## src/rtl/conv_tap_mac.sv

```systemverilog
// ============================================================================
//  conv_tap_mac : tap-serial 3x3 convolution MAC with scaled, rectified,
//                 saturated result on a valid/ready output.   Rev 1.0
// ============================================================================
`default_nettype none

module conv_tap_mac #(
   parameter int NTAP  = 9,
   parameter int DW    = 8,
   parameter int WW    = 8,
   parameter int AW    = 20,
   parameter int OW    = 8,
   parameter int SHIFT = 4,
   parameter int RELU  = 1
) (
   input  logic                 clk,
   input  logic                 rst,
   input  logic                 en,
   input  logic [3:0]           sel,
   input  logic                 ctl_clear,
   input  logic                 ctl_dump,
   input  logic [NTAP*DW-1:0]   pix_in,
   input  logic [NTAP*WW-1:0]   wgt_in,
   output logic [OW-1:0]        out_data,
   output logic                 out_valid,
   input  logic                 out_ready,
   output logic                 ovf
);

   localparam logic [3:0]           C_NTAP = 4'(NTAP);
   localparam logic signed [AW-1:0] C_OMAX = {{(AW-OW+1){1'b0}}, {(OW-1){1'b1}}};
   localparam logic signed [AW-1:0] C_OMIN = {{(AW-OW+1){1'b1}}, {(OW-1){1'b0}}};

   logic [3:0]              sel_prev_q, sel_prev_d;
   logic signed [DW+WW-1:0] prod_q, prod_d;
   logic                    prod_vld_q, prod_vld_d;
   logic signed [AW-1:0]    acc_q, acc_d;
   logic [OW-1:0]           out_data_q, out_data_d;
   logic                    out_valid_q, out_valid_d;
   logic                    ovf_q, ovf_d;

   logic signed [DW-1:0]    pix_sel;
   logic signed [WW-1:0]    wgt_sel;
   logic                    capture;
   logic signed [AW-1:0]    add;
   logic signed [AW-1:0]    pre;
   logic signed [AW-1:0]    shifted;
   logic [OW-1:0]           result;
   logic                    dump;

   always_comb begin
      pix_sel = '0;
      wgt_sel = '0;
      for (int k = 0; k < NTAP; k++) begin
         if (sel == 4'(k)) begin
            pix_sel = pix_in[k*DW +: DW];
            wgt_sel = wgt_in[k*WW +: WW];
         end
      end

      // Dropping en forces sel_prev to the idle code so the next select re-captures
      sel_prev_d = en ? sel : 4'hF;
      capture    = en && (sel < C_NTAP) && (sel != sel_prev_q);
      prod_d     = capture ? pix_sel * wgt_sel : prod_q;
      prod_vld_d = capture;

      add   = prod_vld_q ? {{(AW-DW-WW){prod_q[DW+WW-1]}}, prod_q} : '0;
      pre   = acc_q + add;
      acc_d = (en && ctl_clear) ? add : pre;

      shifted = pre >>> SHIFT;
      if ((RELU != 0) && shifted[AW-1])
         result = '0;
      else if (shifted > C_OMAX)
         result = {1'b0, {(OW-1){1'b1}}};
      else if (shifted < C_OMIN)
         result = {1'b1, {(OW-1){1'b0}}};
      else
         result = shifted[OW-1:0];

      // A dump lands only when the output slot is free or being consumed this cycle
      dump        = en && ctl_dump;
      out_data_d  = out_data_q;
      out_valid_d = out_valid_q;
      ovf_d       = ovf_q;
      if (dump) begin
         if (!out_valid_q || out_ready) begin
            out_data_d  = result;
            out_valid_d = 1'b1;
         end else begin
            ovf_d = 1'b1;
         end
      end else if (out_valid_q && out_ready) begin
         out_valid_d = 1'b0;
      end
   end

   always_ff @(posedge clk or posedge rst) begin
      if (rst) begin
         sel_prev_q  <= 4'hF;
         prod_q      <= '0;
         prod_vld_q  <= 1'b0;
         acc_q       <= '0;
         out_data_q  <= '0;
         out_valid_q <= 1'b0;
         ovf_q       <= 1'b0;
      end else begin
         sel_prev_q  <= sel_prev_d;
         prod_q      <= prod_d;
         prod_vld_q  <= prod_vld_d;
         acc_q       <= acc_d;
         out_data_q  <= out_data_d;
         out_valid_q <= out_valid_d;
         ovf_q       <= ovf_d;
      end
   end

   assign out_data  = out_data_q;
   assign out_valid = out_valid_q;
   assign ovf       = ovf_q;

endmodule

`default_nettype wire
```

## config.mk

```make
export PLATFORM = sky130hd
export DESIGN_NAME = conv_tap_mac
export DESIGN_NICKNAME = d
export VERILOG_FILES = /design/src/rtl/conv_tap_mac.sv
export SDC_FILE = /design/constraint.sdc
export NUM_CORES = 1
export LEC_CHECK = 0
export ABC_AREA = 1
export CORE_MARGIN = 2
export CORE_UTILIZATION = 30
export CTS_BUF_LIST = sky130_fd_sc_hd__clkbuf_8
export DETAILED_ROUTE_END_ITERATION = 8
export PLACE_DENSITY = 0.58
export RECOVER_POWER = 25
export SLEW_MARGIN = 20
export SYNTH_ARGS = -nofsm -noshare
export SYNTH_HDL_FRONTEND = slang
export SYNTH_SLANG_ARGS = --single-unit
```

## constraint.sdc

```tcl
create_clock -name clk -period 6.1 [get_ports clk]
set_input_delay 1.22 -clock clk [delete_from_list [all_inputs] [get_ports clk]]
set_output_delay 1.22 -clock clk [all_outputs]
set_load 0.03 [all_outputs]
```

Word level (Yosys, flattened, before mapping)
Cells that the tools add are included.
- add/sub/neg operators: 1
- $mul: 1
- $lt $le $gt $ge: 3
- eq/ne operators: 10
- multiplexer cells: 27
- bitwise logic cells: 1
- reduce and logical (&&, ||, !) cells: 12
- operator list (operator ; number):
    2-to-1 mux 8 bit ; 21
    2-to-1 mux 20 bit ; 2
    adder 20 bit ; 1
    equality test 4 x 3 -> 1 bit, second input constant ; 4
    > comparator 16 x 8 -> 1 bit, second input constant ; 1
    < comparator 16 x 8 -> 1 bit, second input constant ; 1
    multiplier 8 x 8 -> 16 bit ; 1
    equality test 4 x 2 -> 1 bit, second input constant ; 2
    AND reduction 2 bit ; 3
    logical AND 1 bit ; 5
    equality test 4 x 1 -> 1 bit, second input constant ; 1
    equality test 4 bit, second input constant ; 1
    zero test 4 bit ; 1
    < comparator 4 bit, second input constant ; 1
    2-to-1 mux 4 bit ; 1
    inequality test 4 bit ; 1
    2-to-1 mux 1 bit ; 3
    inequality test 2 x 1 -> 1 bit, second input constant ; 1
    nonzero test 2 bit ; 1
    zero test 1 bit ; 1
    logical OR 1 bit ; 1
    inverter 1 bit ; 1
- bits in registers: 51
- input port bits: 154
- output and inout bits: 10
- word-level logic and storage cells: 62

Depth between registers and ports, before layout
Gate-level depths: netlist (run 1).
- word-level depth: 11
- depth in mapped cells: 32
- depth with buffers taken out: 30

Worst setup path after synthesis (run 1)
OpenSTA, ideal clock, no wires.
- path type: input to register
- start point: in sel[1]
- end point: reg prod_q[15]
- data arrival time: 6.109 ns
- data required time: 6.017 ns
- slack: -0.092 ns
- stages: 28
- cells stage by stage: buf_2 nand2_1 inv_1 nand2_2 inv_2 buf_6 a221oi_1 nand4_1 o22ai_2 nor2_1 fa_1 inv_1 fa_1 inv_1 fa_1 inv_1 fa_1 inv_1 ha_1 nand2_1 nor3_1 nand3_1 nand3_1 nand2_1 nand2_1 a21oi_1 xor2_1 o21ai_0
- cells in the longest elaborated chain, start to end: 11
- elaborated cells on any way between the ends: 32
- those cells by class: mul (1); order compare (1); eq/ne (9); mux (18); reduce/logical (3)
- ends and longest elaborated chain (item ; RTL line ; source):
    start, declared ; 19 ; input logic [3:0] sel,
    zero test 4 bit ; 55 ; if (sel == 4'(k)) begin
    2-to-1 mux 8 bit (9 in series) ; 55 ;
    multiplier 8 x 8 -> 16 bit ; 64 ; prod_d = capture ? pix_sel * wgt_sel : prod_q;
    end signal, assigned ; 109 ; prod_q <= prod_d;
    end, declared ; 35 ; logic signed [DW+WW-1:0] prod_q, prod_d;
Parallel ways exist; a longest one is shown, timed or not.
A chain may end at the register's enable or synchronous reset.

Worst setup path in the final report (run 1)
- start point: in sel[1]
- end point: reg prod_q[12]
The elaborated chain is that of the path after synthesis.

==> results.md, run 1 <==
* Status: complete, but fails checks
* Failing checks: max-capacitance violations, max-slew violations
* H-tree levels at 2
* Sw frac at 46.4%
* Final worst-path cycle share at 98.0%
* Vias per Instance at 4.50
* Critical path's slowest cell: fa_1
* Pleak at 5.37 nW
* # diodes at 0
* Final net count at 1,563
* Area occupied by multi-input gates at 5350 um2
* Mean Syn Cell Area at 6.85 um2
* Cell Rows at 56
* Worst path max stage delay at 0.54 ns
* Hold buffer count at CTS at 0
* Cell internal pwr at 1.40 mW
* Register Area at 1280 um2
* Post-route DRC at 0
* CP bufs+invs at 7
* Pre-Repair DR Iteration Count at 5
* Hold path start: ovf
* Antenna-violating nets left at 0
* Routed wire length at 21,900 um
* NetSw at 1.21 mW
* Synth Instances at 1,026
* DR vias at 7,307
* Flop2flop setup slack at 3.04 ns
* Worst reg2reg path startpoint: prod_vld_q
* HPWL after detailed placement at 17,900 um
* Share of layout cells above drive strength 1 at 20.8%
* Worst Reg-to-Reg Cells at 21
* Finished Core Util at 46.0%
* Num CTS Buffers at 5
* Sequential Power Share at 19.6%
* Clock Power Share at 7.5%
* Fill cells at 2,346
* Slew @ Worst Pin at 2.74 ns
* Setup crit end: prod_q[12]
* Worst Path Required at 6.33 ns
* IO Port Bufs at 163
* Total congestion overflow at 0
* CTS Buffer Depth at 2
* Area of the mapped netlist at 7030 um2
* Worst Path Arrival at 6.21 ns
* Worst Skew at 0.0111 ns
* Most common cell after layout, fill and taps aside: nand2_1
* WL per Instance at 13.5 um
* Fin crit period at 5.98 ns
* Setup TNS at 0 ns
* Max-slew headroom at -83.0%
* VDD IR max at 124 uV
* Pwr Total at 2.61 mW
* Die X at 157 um
* Clock sinks at 51
* CTS tree: done
* Main synth FF type: dfrtp_1
* Worst Hold Class: reg2reg
* Post-synth net total at 1,284
* Combinational Power Share at 72.9%
* GR peak layer: met2
* First-pass GRT wire length at 34,100 um
* Sequential fraction of the synthesis area at 18.2%
* Endpoints failing setup at 0
* Clock latency on the worst-skew pair at 0.31 ns
* Clock transition at path regs at 0.09 ns
* Ys Warns at 0
* Share of the synthesized area in the top cell type at 16.7%
* Met3 Use GR at 2.04%
* P&R area growth vs syn at 52.3%
* Initial antenna violation count at 0
* Worst setup EP type: flop
* GPL Wtd Cong at 0.910
* Die Y at 157 um
* Number of max-cap violations at 1
* Met1 Use GR at 20.5%
* Commonest cells after routing, fill and taps aside: nand2_1 (302), inv_1 (168), clkdlybuf4s50_1 (156)
* Max Fanout on Critical Path at 6
* Crit path depth at 28
* EDFF count, synth at 0
* Hold WS at 0.476 ns
* Cell taking the most area after synthesis: dfrtp_1
* Core ar. at 23,300 um2
* R2R Path End: out_data[2]
* Slew Viols, Final at 52
* First DRT Iteration DRCs at 238
* Met2 usage at 32.2%
* Ys async rst share at 100%
* Area contributors post-synth: dfrtp_1 (17%), nand2_1 (17%), fa_1 (16%), inv_1 (9.5%), ha_1 (8.5%)
* Setup crit start: sel[1]
* F_max at 167 MHz
* Global Route Usage Sum at 17.2%
* Ports at 164
* Number of distinct library cells after synthesis at 40
* #FFs+latches synth at 51
* Vias in the first global route at 7,162
* CP top delay family: adder cells
* Clk root buf: clkbuf_8
* Pwr/cell area at 244 nW/um2
* Initial core utilization at 30.2%
* Largest net degree at the start of global routing at 52
* Final Hold Vio Count at 0
* CP Class: in2reg
* Die area at 24,700 um2
* Crit start category: input pin
[flip-flops by register name, summed over array words and instances, names as in the netlist]
| signal | cells |
|---|---|
| acc_q | 20 |
| out_data | 8 |
| out_valid | 1 |
| ovf | 1 |
| prod_q | 16 |
| prod_vld_q | 1 |
| sel_prev_q | 4 |
[per-layer routing]
layer  vias to the layer above  wire length (um)  part of all wire [%]
li1                       3759                 -                     -
met1                      3348              9380                    43
met2                       167             11100                    51
met3                        33               794                   3.6
met4                         0               535                   2.4
met5                         -                 0                     0
[layout make-up]
type                       instances  share of cell area, %
sequential                        51                   12.0
tap                              319                   3.73
timing repair inverter             1                 0.0468
timing repair buffer             294                   26.3
multi-input combinational        754                   50.0
inverter                         198                   7.25
clock buffer                       5                  0.643
clock inverter                     2                  0.129
[through the flow]
| stage | instance area [um2] | std cells | setup WS, ns |
|---|---|---|---|
| final | 10700 | 1624 | 0.120 |
| after global routing | 10700 | 1624 | -0.103 |
| after global placement | 9750 | 1581 | -0.849 |
| after detailed placement | 9750 | 1581 | -0.962 |
| after floorplan | 7040 | 1026 | 0.0113 |
| after CTS | 9970 | 1598 | 0.00850 |
[power groups by stage]
stage | clock (mW) | sequential (mW) | combinational, mW
after CTS | 0.199 | 0.511 | 1.67
after global placement | 0 | 0.514 | 1.60
after floorplan | 0 | 0.549 | 1.00
final | 0.196 | 0.510 | 1.90
after detailed placement | 0 | 0.517 | 1.62
after global routing | 0.213 | 0.522 | 2.13
[repair_timing]
item	in CTS	in global routing
buffers inserted	10	23
resized for setup	35	112
setup endpoints to repair	9	7
pin swaps	11	65
gates cloned	0	4
[synth_stat cells (2+ instances only)]
cell / n
clkbuf_1: 8
inv_1: 177
nor3_2: 2
inv_2: 21
a221oi_2: 10
fa_1: 56
a21oi_1: 32
nand3_1: 70
nand4_1: 16
nor3_1: 5
o22ai_2: 11
o21ai_0: 43
nor2_4: 2
nor2_1: 82
buf_6: 2
and2_1: 2
a221oi_1: 3
o21ai_1: 6
dfrtp_1: 47
nand2_1: 312
nand2_2: 9
dfstp_2: 4
or2_1: 4
ha_1: 48
or2_2: 2
nor2_2: 4
buf_2: 12
xnor2_1: 16
xor2_1: 8
or2_0: 2
[worst reg2reg max path, cell delays in order (launching register included)]
cell	delay, ns
dfrtp_1	0.67
nand2_1	0.15
inv_1	0.09
ha_1	0.20
inv_1	0.07
fa_1	0.36
inv_1	0.14
nand3_1	0.09
nand3_1	0.15
nand2_1	0.07
nand2_1	0.11
nand3_1	0.13
nand2_1	0.09
nand2_1	0.05
nand2_1	0.09
inv_1	0.05
nor2_1	0.09
nand2_1	0.07
nand2_2	0.11
nand2_1	0.07
nand2_1	0.06
nand2_1	0.06
[kinds of logic after synthesis]
logic type,Yosys count,share of synthesized area [%]
buffers and inverters,221,12.3
xor gates and xnor gates,25,3.38
DFF,51,18.2
and+or+nand+nor,514,30.7
AOI/OAI and AO/OA,111,10.9
adders and majority gates,104,24.5
[worst min path at each step]
stage           endpoint  cells past startpoint
3_5_place_dp         ovf                      1
2_1_floorplan  prod_q[1]                      2
5_1_grt              ovf                      1
6_report             ovf                      1
4_1_cts              ovf                      1
3_3_place_gp   prod_q[7]                      2
No activity file was read; power rests on OpenSTA's default activity.
==> inputs of run 2 (changes only) <==
Settings changed: CTS_CLUSTER_SIZE set to 16.
==> results of run 2 <==
No change in the layout: final DEF, timing and power equal those of run 1.
==> inputs of run 3 (changes only) <==
Settings changed: CORE_MARGIN 2 to not set, HOLD_SLACK_MARGIN set to 0.1.
==> run 3 against run 2 <==
The run still ends with max-capacitance violations, max-slew violations left; count of clock-buffer cells in the layout unchanged; utilization increased by 0.54 points; non-clock buffer count increased by 4; worst hold slack improved by 0.0094 ns; via count increased by 1.3%; largest cell class unchanged.
==> results.md, run 3 (synthesized netlist as in run 1, its figures left out) <==
* Worst Path Required at 6.28 ns (was 6.33 ns)
* Routed wire length at 21,800 um (was 21,900 um)
* First-pass GRT wire length at 36,000 um (was 34,100 um)
* Clock sinks at 51 (unchanged)
* Endpoints failing setup at 0 (unchanged)
* Sw frac at 45.5% (was 46.4%)
* Fill cells at 2,275 (was 2,346)
* Max Fanout on Critical Path at 6 (unchanged)
* Critical path's slowest cell: fa_1 (unchanged)
* Max FFs per register at 20 (unchanged)
* Max-slew headroom at -88.0% (was -83.0%)
* Worst Hold Class: reg2reg (unchanged)
* Worst path max stage delay at 0.54 ns (about the same)
* Largest Register: acc_q (unchanged)
* Share of layout cells above drive strength 1 at 20.4% (was 20.8%)
* Failing checks: max-capacitance violations, max-slew violations (unchanged)
* DR vias at 7,399 (was 7,307)
* VDD IR max at 128 uV (was 124 uV)
* Vias per Instance at 4.56 (was 4.50)
* Hold WS at 0.486 ns (was 0.476 ns)
* Global Route Usage Sum at 18.6% (was 17.2%)
* Num CTS Buffers at 5 (unchanged)
* Sequential Power Share at 19.4% (was 19.6%)
* Slew @ Worst Pin at 2.82 ns (was 2.74 ns)
* CP Class: in2reg (unchanged)
* Final Hold Vio Count at 0 (unchanged)
* F_max at 169 MHz (was 167 MHz)
* Clock latency on the worst-skew pair at 0.32 ns (was 0.31 ns)
* Most common cell after layout, fill and taps aside: nand2_1 (unchanged)
* Cell Rows at 55 (was 56)
* Pwr/cell area at 248 nW/um2 (was 244 nW/um2)
* # diodes at 0 (unchanged)
* HPWL after detailed placement at 18,300 um (was 17,900 um)
* Ports at 164 (unchanged)
* Combinational Power Share at 71.3% (was 72.9%)
* IO Port Bufs at 163 (unchanged)
* Initial antenna violation count at 0 (unchanged)
* Die Y at 155 um (was 157 um)
* Commonest cells after routing, fill and taps aside: nand2_1 (306), inv_1 (170), clkdlybuf4s50_1 (157) (was nand2_1 (302), inv_1 (168), clkdlybuf4s50_1 (156))
* NetSw at 1.20 mW (was 1.21 mW)
* Worst Path Arrival at 6.11 ns (was 6.21 ns)
* P&R area growth vs syn at 50.9% (was 52.3%)
* Setup TNS at 0 ns (unchanged)
* Initial core utilization at 30.9% (was 30.2%)
* WL per Instance at 13.4 um (was 13.5 um)
* Pwr Total at 2.63 mW (was 2.61 mW)
* Pre-Repair DR Iteration Count at 5 (unchanged)
* Die area at 24,000 um2 (was 24,700 um2)
* Largest net degree at the start of global routing at 52 (unchanged)
* Pleak at 5.36 nW (was 5.37 nW)
* Post-route DRC at 0 (unchanged)
* Status: complete, but fails checks (unchanged)
* Cell internal pwr at 1.43 mW (was 1.40 mW)
* Worst Skew at 0.0130 ns (was 0.0111 ns)
* Final worst-path cycle share at 97.2% (was 98.0%)
* Clock transition at path regs at 0.10 ns (was 0.09 ns)
* CTS Buffer Depth at 2 (unchanged)
* Fin crit period at 5.93 ns (was 5.98 ns)
* Vias in the first global route at 7,643 (was 7,162)
* Worst slack at placement at -0.912 ns (was -0.962 ns)
* Worst path most repeated cell: fa_1
* Die X at 155 um (was 157 um)
* CTS tree: done (unchanged)
* Antenna-violating nets left at 0 (unchanged)
* Clk root buf: clkbuf_8 (unchanged)
* Worst setup EP type: flop (unchanged)
* Crit start category: input pin (unchanged)
* GPL Wtd Cong at 0.917 (was 0.910)
* Clock Power Share at 9.3% (was 7.5%)
* Final net count at 1,568 (was 1,563)
* H-tree levels at 2 (unchanged)
* First DRT Iteration DRCs at 255 (was 238)
* Worst Slack Setup Final at 0.171 ns (was 0.120 ns)
* Unrepaired setup endpoints after global routing: true
* Slew Viols, Final at 52 (unchanged)
* Total congestion overflow at 0 (unchanged)
* Core ar. at 22,800 um2 (was 23,300 um2)
* Number of max-cap violations at 1 (unchanged)
-- run 3: area by class of cell --
type                       count  area [um2]  area share [%]
sequential                    51        1280            12.1
multi-input combinational    754        5300            50.0
timing repair inverter         2        13.8           0.130
inverter                     198         763            7.20
clock inverter                 3        46.3           0.437
clock buffer                   5        68.8           0.649
timing repair buffer         298        2740            25.9
tap                          313         392            3.69
-- run 3: per-stage QoR --
| step | cell area, um2 | util, % | instances |
|---|---|---|---|
| 2_1_floorplan | 7040 | - | 1026 |
| 3_3_place_gp | 9700 | 42.6 | 1575 |
| 3_5_place_dp | 9700 | 42.6 | 1575 |
| 4_1_cts | 10200 | 44.6 | 1599 |
| 5_1_grt | 10600 | 46.5 | 1624 |
| 6_report | 10600 | 46.5 | 1624 |
-- run 3: power by group through the flow --
| stage | sequential, mW | combinational [mW] | clock, mW |
|---|---|---|---|
| floorplan | 0.549 | 1.00 | 0 |
| global placement | 0.514 | 1.61 | 0 |
| detailed placement | 0.518 | 1.63 | 0 |
| CTS | 0.511 | 1.73 | 0.253 |
| global route | 0.523 | 2.12 | 0.265 |
| finish | 0.510 | 1.88 | 0.245 |
-- run 3: metal layers --
layer  track usage [%]  routed length [um]  vias up  part of all wire (%)
met5                 0                   0        -                     0
met4              7.64                 827        0                   3.8
met3              2.20                 794       47                   3.6
met2              33.9               11100      172                    51
met1              21.9                9090     3419                    42
li1                  -                   -     3761                     -
-- run 3: path summary, 6_finish.rpt --
path | start | cells after the start | slack (ns) | endpoint
min in group asynchronous | rst | 3 | 2.41 | acc_q[1]
worst max-delay path | sel[0] | 26 | 0.17 | prod_q[15]
worst max register to register | prod_vld_q | 21 | 3.05 | out_data[0]
max in group asynchronous | rst | 3 | 2.10 | out_data[5]
worst min register to register | out_data[5] | 2 | 0.49 | out_data[5]
worst min-delay path | out_data[5] | 2 | 0.49 | out_data[5]
-- run 3: repair_timing --
action                     in CTS  in global routing
gates resized for setup        52                 74
hold buffers                    0                  0
gates cloned                    1                  1
pin swaps                      24                 54
setup endpoints to repair       8                  6
setup buffers                  15                 24
-- run 3: worst max-delay path: cells and delay by family --
| family | cells | cell delay [ns] |
|---|---|---|
| adder cells (fa/ha/maj) | 5 | 2.36 |
| buffers and inverters | 7 | 0.79 |
| AO/OA/AOI/OAI | 4 | 0.70 |
| AND/OR/NAND/NOR | 9 | 0.88 |
| XOR/XNOR | 1 | 0.15 |
